[config.mk]
export PLATFORM = sky130hd
export DESIGN_NAME = bram_accum_rmw
export DESIGN_NICKNAME = d
export VERILOG_FILES = /design/src/rtl/bram_accum_rmw.sv
export SDC_FILE = /design/constraint.sdc
export NUM_CORES = 1
export LEC_CHECK = 0
export ABC_CLOCK_PERIOD_IN_PS = 6050
export CAP_MARGIN = 40
export CORE_MARGIN = 2
export CORE_UTILIZATION = 52
export DETAILED_ROUTE_END_ITERATION = 6
export PLACE_DENSITY = 0.68
export SLEW_MARGIN = 25
export SYNTH_ARGS = -nofsm -noshare
export SYNTH_HDL_FRONTEND = slang
export SYNTH_SLANG_ARGS = --single-unit
export TNS_END_PERCENT = 5
[constraint.sdc]
create_clock -name clk -period 6.05 [get_ports clk]
set_input_delay 1.21 -clock clk [delete_from_list [all_inputs] [get_ports clk]]
set_output_delay 1.21 -clock clk [all_outputs]
set_load 0.05 [all_outputs]
[src/rtl/bram_accum_rmw.sv]
// Accumulating BRAM: pipelined read-modify-write port with forwarding and saturation,
// an independent read-first read port, and a sweep that zeros memory after reset or on clear_req.
module bram_accum_rmw #(
  parameter int  RAM_WIDTH = 8,
  parameter int  RAM_DEPTH = 64,
  parameter int  OUT_REG   = 1,
  parameter int  SATURATE  = 1,
  localparam int ADDR_W    = (RAM_DEPTH > 1) ? $clog2(RAM_DEPTH) : 1
) (
  input  logic                 clk,
  input  logic                 rst,
  input  logic                 clear_req,
  output logic                 busy,
  input  logic                 op_valid,
  input  logic                 op_mode,
  input  logic [ADDR_W-1:0]    op_addr,
  input  logic [RAM_WIDTH-1:0] op_data,
  output logic                 ovf,
  input  logic                 rd_en,
  input  logic [ADDR_W-1:0]    rd_addr,
  output logic                 rd_valid,
  output logic [RAM_WIDTH-1:0] rd_data
);

  typedef enum logic {ST_CLEAR, ST_IDLE} state_t;

  localparam logic [ADDR_W:0]      DEPTH_X   = RAM_DEPTH[ADDR_W:0];
  localparam logic [ADDR_W-1:0]    LAST_ADDR = ADDR_W'(RAM_DEPTH - 1);
  localparam logic [RAM_WIDTH-1:0] SMAX      = {1'b0, {(RAM_WIDTH-1){1'b1}}};
  localparam logic [RAM_WIDTH-1:0] SMIN      = {1'b1, {(RAM_WIDTH-1){1'b0}}};

  logic [RAM_WIDTH-1:0] ram [RAM_DEPTH];

  state_t               state;
  logic [ADDR_W-1:0]    cnt;
  logic                 op_acc;
  logic                 rd_acc;
  logic                 s1_vld;
  logic                 s1_mode;
  logic [ADDR_W-1:0]    s1_addr;
  logic [RAM_WIDTH-1:0] s1_data;
  logic [RAM_WIDTH-1:0] s1_old;
  logic [RAM_WIDTH-1:0] s1_new;
  logic [RAM_WIDTH:0]   sum;
  logic                 s1_oor;
  logic                 fwd_hit;
  logic [RAM_WIDTH-1:0] op_raw;
  logic [RAM_WIDTH-1:0] rd_raw;
  logic                 rd1_vld;
  logic [RAM_WIDTH-1:0] rd1_dat;
  logic                 ram_we;
  logic [ADDR_W-1:0]    ram_wa;
  logic [RAM_WIDTH-1:0] ram_wd;

  function automatic logic in_range(input logic [ADDR_W-1:0] a);
    return {1'b0, a} < DEPTH_X;
  endfunction

  assign op_acc  = op_valid & ~busy;
  assign rd_acc  = rd_en & ~busy;
  assign op_raw  = in_range(op_addr) ? ram[op_addr] : '0;
  assign rd_raw  = in_range(rd_addr) ? ram[rd_addr] : '0;
  // The S1 result is written at the same edge this op samples the array, so take it directly.
  assign fwd_hit = s1_vld && (s1_addr == op_addr) && in_range(s1_addr);

  always_comb begin
    sum    = {s1_old[RAM_WIDTH-1], s1_old} + {s1_data[RAM_WIDTH-1], s1_data};
    s1_oor = s1_mode & (sum[RAM_WIDTH] ^ sum[RAM_WIDTH-1]);
    s1_new = s1_data;
    if (s1_mode) begin
      if (s1_oor && (SATURATE != 0)) s1_new = sum[RAM_WIDTH] ? SMIN : SMAX;
      else                           s1_new = sum[RAM_WIDTH-1:0];
    end
  end

  // The sweep owns the write port; an S1 write-back landing in CLEAR is zeroed by the sweep anyway.
  always_comb begin
    ram_we = 1'b0;
    ram_wa = s1_addr;
    ram_wd = s1_new;
    if (rst) begin
      ram_we = 1'b0;
    end else if (state == ST_CLEAR) begin
      ram_we = 1'b1;
      ram_wa = cnt;
      ram_wd = '0;
    end else if (s1_vld && in_range(s1_addr)) begin
      ram_we = 1'b1;
    end
  end

  always_ff @(posedge clk) begin
    if (ram_we) ram[ram_wa] <= ram_wd;
  end

  always_ff @(posedge clk or posedge rst) begin
    if (rst) begin
      state <= ST_CLEAR;
      cnt   <= '0;
      busy  <= 1'b1;
    end else begin
      case (state)
        ST_CLEAR: begin
          if (cnt == LAST_ADDR) begin
            state <= ST_IDLE;
            busy  <= 1'b0;
            cnt   <= '0;
          end else begin
            cnt <= cnt + 1'b1;
          end
        end
        ST_IDLE: begin
          if (clear_req) begin
            state <= ST_CLEAR;
            busy  <= 1'b1;
            cnt   <= '0;
          end
        end
        default: begin
          state <= ST_CLEAR;
          busy  <= 1'b1;
          cnt   <= '0;
        end
      endcase
    end
  end

  always_ff @(posedge clk or posedge rst) begin
    if (rst) begin
      s1_vld  <= 1'b0;
      s1_mode <= 1'b0;
      s1_addr <= '0;
      s1_data <= '0;
      s1_old  <= '0;
      ovf     <= 1'b0;
      rd1_vld <= 1'b0;
      rd1_dat <= '0;
    end else begin
      s1_vld <= op_acc;
      if (op_acc) begin
        s1_mode <= op_mode;
        s1_addr <= op_addr;
        s1_data <= op_data;
        s1_old  <= fwd_hit ? s1_new : op_raw;
      end
      ovf     <= s1_vld & s1_oor;
      rd1_vld <= rd_acc;
      if (rd_acc) rd1_dat <= rd_raw;
    end
  end

  generate
    if (OUT_REG != 0) begin : g_oreg
      always_ff @(posedge clk or posedge rst) begin
        if (rst) begin
          rd_valid <= 1'b0;
          rd_data  <= '0;
        end else begin
          rd_valid <= rd1_vld;
          if (rd1_vld) rd_data <= rd1_dat;
        end
      end
    end else begin : g_noreg
      assign rd_valid = rd1_vld;
      assign rd_data  = rd1_dat;
    end
  endgenerate

endmodule

==> impl_metrics.json <==
{
  "cts_setup_buffers": 0,
  "antenna_found_initial": 0,
  "max-vdd-ir-drop_uv": 212,
  "p_sw_frac": 0.270,
  "regArea_um2": 16700,
  "r2r_start": "s1_old[0]$_DFFE_PP0P_",
  "grt_pass1_wl_um": 109000,
  "fin_skew_ps": 19.9,
  "crit_arrival_ps": 4600,
  "period_share": 0.702,
  "drt-met1-wl_um": 29000,
  "fmax_ghz": 0.235,
  "clkLatencyLatePin_ps": 640,
  "synth_area_per_cell_um2": 18.4,
  "path_delay_family": "simple AND/OR/NAND/NOR gates",
  "tightest_slew_ps": 879,
  "htree_levels": 2,
  "multi_input_area_um2": 9520,
  "async_flop_share": 0.0906,
  "dr.pass1.iters": 6,
  "path_class": "flip-flop to flip-flop",
  "start_kind": "flip-flop",
  "yosysSeqAreaShare": 0.626,
  "core-area_um2": 50300,
  "fin_area_um2": 30000,
  "layout_min_cycle_time_ps": 4250,
  "wire_per_inst_um": 34.1,
  "crit_chain": "ha_1 -> inv_1 -> fa_1 -> nand2b_1 -> a21oi_1 -> o21ai_0 -> a311o_1 -> nor2_1 -> a221oi_1 -> nor2_4 -> buf_4",
  "routed.top_layer": "met4",
  "hpwlAfterDp_um": 50600,
  "worst-endpoint-required_ps": 6400,
  "ys_types": 58,
  "internal_power_w": 0.00751,
  "ant_nets": 0,
  "r2r_cells": 11,
  "cts_root_buf": "clkbuf_16",
  "r2r-end": "ram[60][2]$_DFFE_PP_",
  "critical-path-slowest-cell": "nor2_4",
  "min_to": "rd_data[0]$_DFFE_PP0P_",
  "gp_congestion": 1.01,
  "postLayoutCoreUtil": 0.596,
  "hp-start": "rd_data[0]$_DFFE_PP0P_",
  "crit_fanout": 40,
  "maxSlewHeadroom": 0.414,
  "grt_setup_unrepaired": "no",
  "first_iter_violations": 2159,
  "fillers": 3647,
  "synth_warnings": 0,
  "die_area_um2": 53000,
  "cpPeakStageDelay_ps": 610,
  "initial_utilization": 0.529,
  "cts_hold_buffers": 0,
  "cts.path.max_buffers": 3,
  "grt_max_degree": 65,
  "clockPowerShare": 0.372,
  "synth-edff-count": 512,
  "path_clk_slew_ps": 60,
  "overflow": 0,
  "portBuffers": 36,
  "cts_tree": "yes",
  "finalSetupTns_ps": 0,
  "comb_power_share": 0.162,
  "ys_ff_latch": 563,
  "slew_viol_final": 0,
  "maxCapViolCount": 0,
  "synth_nets": 1482,
  "holdWs_ps": 506,
  "route.met3.wl_um": 8490,
  "drc_errors": 0,
  "cp-end-kind": "flip-flop",
  "rrSetupSlack_ps": 1800,
  "final_hold_viol_count": 0,
  "io_pins": 37,
  "power_density_nw_per_um2": 343,
  "min_path_cells": 1,
  "num_rows": 82,
  "fp.dieW_um": 230,
  "power_frac_seq": 0.466,
  "syn_inst": 1446,
  "vias_per_cell": 6.97,
  "run_status": "finished clean",
  "finalNetCount": 1537,
  "dpl_cell_area_um2": 27800,
  "setup_viol": 0,
  "grt_pass1_vias": 15000,
  "dr_wl_met2_um": 34200,
  "p_leak_nw": 9.87,
  "vias": 15500,
  "synthesis.area_um2": 26600,
  "synth_flop_cell": "edfxtp_1",
  "area_growth_pct": 12.7,
  "min_path_type": "flip-flop to flip-flop",
  "dieHeight_um": 230,
  "wirelength_um": 75600,
  "power_switching_w": 0.00277,
  "cts_resized": 0,
  "drive_above_1_share": 0.303,
  "grt_usage": 0.291,
  "cts_buffers": 58,
  "path_buf_inv": 2,
  "n_antenna_cell": 0,
  "cts.sink_count": 563
}
[sequential cells by signal (all words and copies together), names as in the netlist]
register  flops
s1_addr       6
s1_mode       1
rd1_vld       1
s1_data       8
s1_old        8
ram         512
busy          1
rd1_dat       8
rd_data       8
ovf           1
s1_vld        1
cnt           6
state         1
rd_valid      1
[cell families (layout without fill, tap and decap cells)]
logic type,count (synthesis),count (layout),synth area share
AOI/OAI and AO/OA,131,131,0.0337
xor gates and xnor gates,13,13,0.00428
adders and majority gates,10,10,0.00499
buffers and inverters,106,208,0.0172
DFF,563,563,0.626
muxes,359,359,0.270
and+or+nand+nor,264,264,0.0433
[worst max path at each step]
| stage | start | endpoint | slack (ps) | cells after the start |
|---|---|---|---|---|
| 6_report | s1_old[0]$_DFFE_PP0P_ | ram[60][2]$_DFFE_PP_ | 1800 | 11 |
| 5_1_grt | s1_old[0]$_DFFE_PP0P_ | ram[60][2]$_DFFE_PP_ | 1690 | 11 |
| 4_1_cts | s1_old[0]$_DFFE_PP0P_ | ram[61][2]$_DFFE_PP_ | 1970 | 11 |
| 3_5_place_dp | rd_addr[0] | rd1_dat[7]$_DFFE_PP0P_ | 1730 | 6 |
| 3_3_place_gp | rd_addr[0] | rd1_dat[7]$_DFFE_PP0P_ | 1730 | 6 |
| 2_1_floorplan | s1_data[0]$_DFFE_PP0P_ | ram[0][1]$_DFFE_PP_ | 730 | 10 |
[cells in the mapped netlist, types with 3 or more instances]
master | count | share of area
a211o_1 | 4 | 0.0013
a211oi_1 | 8 | 0.0023
a21o_1 | 5 | 0.0014
a21oi_1 | 18 | 0.0034
a221o_1 | 4 | 0.0015
a221oi_1 | 3 | 0.00099
a22o_1 | 4 | 0.0013
a22oi_1 | 8 | 0.0023
and2_1 | 5 | 0.0012
buf_1 | 13 | 0.0018
buf_2 | 32 | 0.0060
buf_4 | 5 | 0.0014
clkbuf_1 | 47 | 0.0066
dfrtp_1 | 50 | 0.047
edfxtp_1 | 512 | 0.58
ha_1 | 9 | 0.0042
inv_1 | 8 | 0.0011
mux2_2 | 19 | 0.0080
mux2i_1 | 55 | 0.021
mux4_2 | 285 | 0.24
nand2_1 | 95 | 0.013
nand2b_1 | 6 | 0.0014
nand3_1 | 13 | 0.0024
nand3b_1 | 10 | 0.0028
nand4_1 | 4 | 0.00094
nor2_1 | 106 | 0.015
nor2b_1 | 6 | 0.0014
nor3_1 | 4 | 0.00075
o211ai_1 | 4 | 0.0011
o21a_1 | 3 | 0.00085
o21ai_0 | 26 | 0.0049
o22a_1 | 4 | 0.0013
o22ai_1 | 20 | 0.0047
o31ai_1 | 3 | 0.00085
o41ai_1 | 5 | 0.0016
or2_2 | 4 | 0.00094
or3_1 | 3 | 0.00071
xnor2_1 | 7 | 0.0023
xor2_1 | 6 | 0.0020
[cell type report]
type	instances	area share
flip-flops and latches	563	0.556
repair buffers	92	0.0298
clock inverters	41	0.0160
clock buffers	66	0.0516
multi-input cells	777	0.318
inverters	9	0.00121
well taps	672	0.0281
[power by group through the flow]
stage	Sequential [W]	Combinational [W]	Clock [W]
floorplan	0.00489	0.000929	0
global placement	0.00486	0.00159	0
detailed placement	0.00487	0.00162	0
CTS	0.00479	0.00163	0.00385
global route	0.00481	0.00174	0.00400
finish	0.00479	0.00166	0.00382
[per-stage QoR]
stage / worst slack [ps] / power (W) / instances
CTS: 1970 / 0.0103 / 2203
global route: 1690 / 0.0106 / 2220
floorplan: 735 / 0.00581 / 1446
finish: 1800 / 0.0103 / 2220
detailed placement: 1730 / 0.00649 / 2096
global placement: 1730 / 0.00645 / 2081
[cells in the final DEF (no fill, tap or decap), types with 10 or more instances in the layout]
cell type          n
o22ai_1           20
nand3_1           13
nand3b_1          10
o21ai_0           26
a21oi_1           18
mux2i_1           55
nand2_1           95
dfrtp_1           50
bufinv_16         11
clkinv_1          16
buf_4             46
mux2_2            19
edfxtp_1         512
mux4_2           285
clkdlybuf4s50_1   29
clkbuf_16         61
nor2_1           103
[metal layers]
| layer | track usage | vias up |
|---|---|---|
| met2 | 0.429 | 1021 |
| met5 | 0 | - |
| met1 | 0.420 | 8109 |
| li1 | - | 6164 |
| met3 | 0.0699 | 175 |
| met4 | 0.125 | 0 |
No activity file was read; power rests on OpenSTA's default activity.
==> RTL edit: new RTL, config.mk and constraints unchanged <==
Change the parameter `OUT_REG` from 1 to 0.
--- a/src/rtl/bram_accum_rmw.sv
+++ b/src/rtl/bram_accum_rmw.sv
@@ -3,7 +3,7 @@
 module bram_accum_rmw #(
   parameter int  RAM_WIDTH = 8,
   parameter int  RAM_DEPTH = 64,
-  parameter int  OUT_REG   = 1,
+  parameter int  OUT_REG   = 0,
   parameter int  SATURATE  = 1,
   localparam int ADDR_W    = (RAM_DEPTH > 1) ? $clog2(RAM_DEPTH) : 1
 ) (
Formal check against the unedited RTL: same outputs for any inputs over 10 cycles, from zero or initial values and one cycle with rst high; that may be too few to reach the edited logic, so the function may still have changed.
==> RTL edit against the original RTL <==
Final area shrank 1.7%; power down 3.3%; combinational power about the same; cell count is 2.9% lower; setup slack got worse by 0.030 ns; routed wire length down 7.1%; sequential cell count is 9 lower; synthesized area down 1.5%; critical path type unchanged; critical endpoint is now ram[21][6].
==> RTL edit: results (changes against the original RTL) <==
status: finished, final reports clean
layout cells sized above 1: 31.5% (+1.2 points)
largest net degree at the start of global routing: 73 (+12%)
initial antenna violation count: 1 (+1)
per-cell routed wire length: 32.6 microns (-4.3%)
Nets: 1,479 (-3.8%)
DR iter-0 viols: 1,728 (-20%)
synth top area cells: edfxtp_1 59%, mux4_2 26%, dfrtp_1 3.9%, nor2_1 1.4%, nand2_1 1.3%
DP Worst Slack: 1.47 ns (-0.262 ns)
met3 wire len: 7.24 mm (-15%)
Routed WL: 70.2 mm (-7.1%)
min-delay src: rd_data[1]
Worst Hold Path Cells: 2 (+1)
Slew headroom: 43.9% (+2.5 points)
Mapped Nets: 1,434 (-3.2%)
maximum clock frequency: 234 MHz (-0.70%)
top cells by count, synth: 512 x edfxtp_1, 298 x mux4_2, 96 x nor2_1
Placed Area: 0.0275 sq mm (-1.1%)
first-pass GRT wire length: 103 mm (-5.5%)
peak supply drop: 0.279 mV (+32%)
WP data arrival: 4.61 ns (about the same)
Vias/cell: 6.75 (-3.1%)
syn avg cell area: 18.7 sq um (+1.9%)
post-synthesis compound-gate area fraction: 3.03% (-0.34 points)
hold_ws: 0.484 ns (-0.0223 ns)
aggregate global-route resource usage: 27.6% (-1.6 points)
router iterations before antenna repair: 5 (-1)
[RTL edit: layout make-up]
| cell class | instances | area, sq um | area share [%] |
|---|---|---|---|
| Clock buffer | 66 | 1520 | 5.17 |
| Clock inverter | 34 | 358 | 1.22 |
| Inverter | 10 | 37.5 | 0.127 |
| Multi-Input combinational cell | 738 | 9400 | 31.9 |
| Sequential cell | 554 | 16400 | 55.8 |
| Tap cell | 672 | 841 | 2.86 |
| Timing Repair Buffer | 82 | 861 | 2.92 |
[RTL edit: worst reg2reg max path, cell delays in order (launching register included)]
cell      delay, ns
dfrtp_1        0.40
ha_1           0.22
inv_1          0.07
fa_1           0.40
nand2b_1       0.19
a21o_1         0.20
a32oi_1        0.46
xnor2_1        0.27
nand2_1        0.41
a21oi_4        0.80
buf_4          0.55
[RTL edit: where the power goes]
part           switching [mW]  internal, mW  total (mW)
Sequential              0.121          4.60        4.73
Clock                    1.47          2.09        3.56
Combinational            1.10         0.553        1.66
Total                    2.70          7.24        9.94
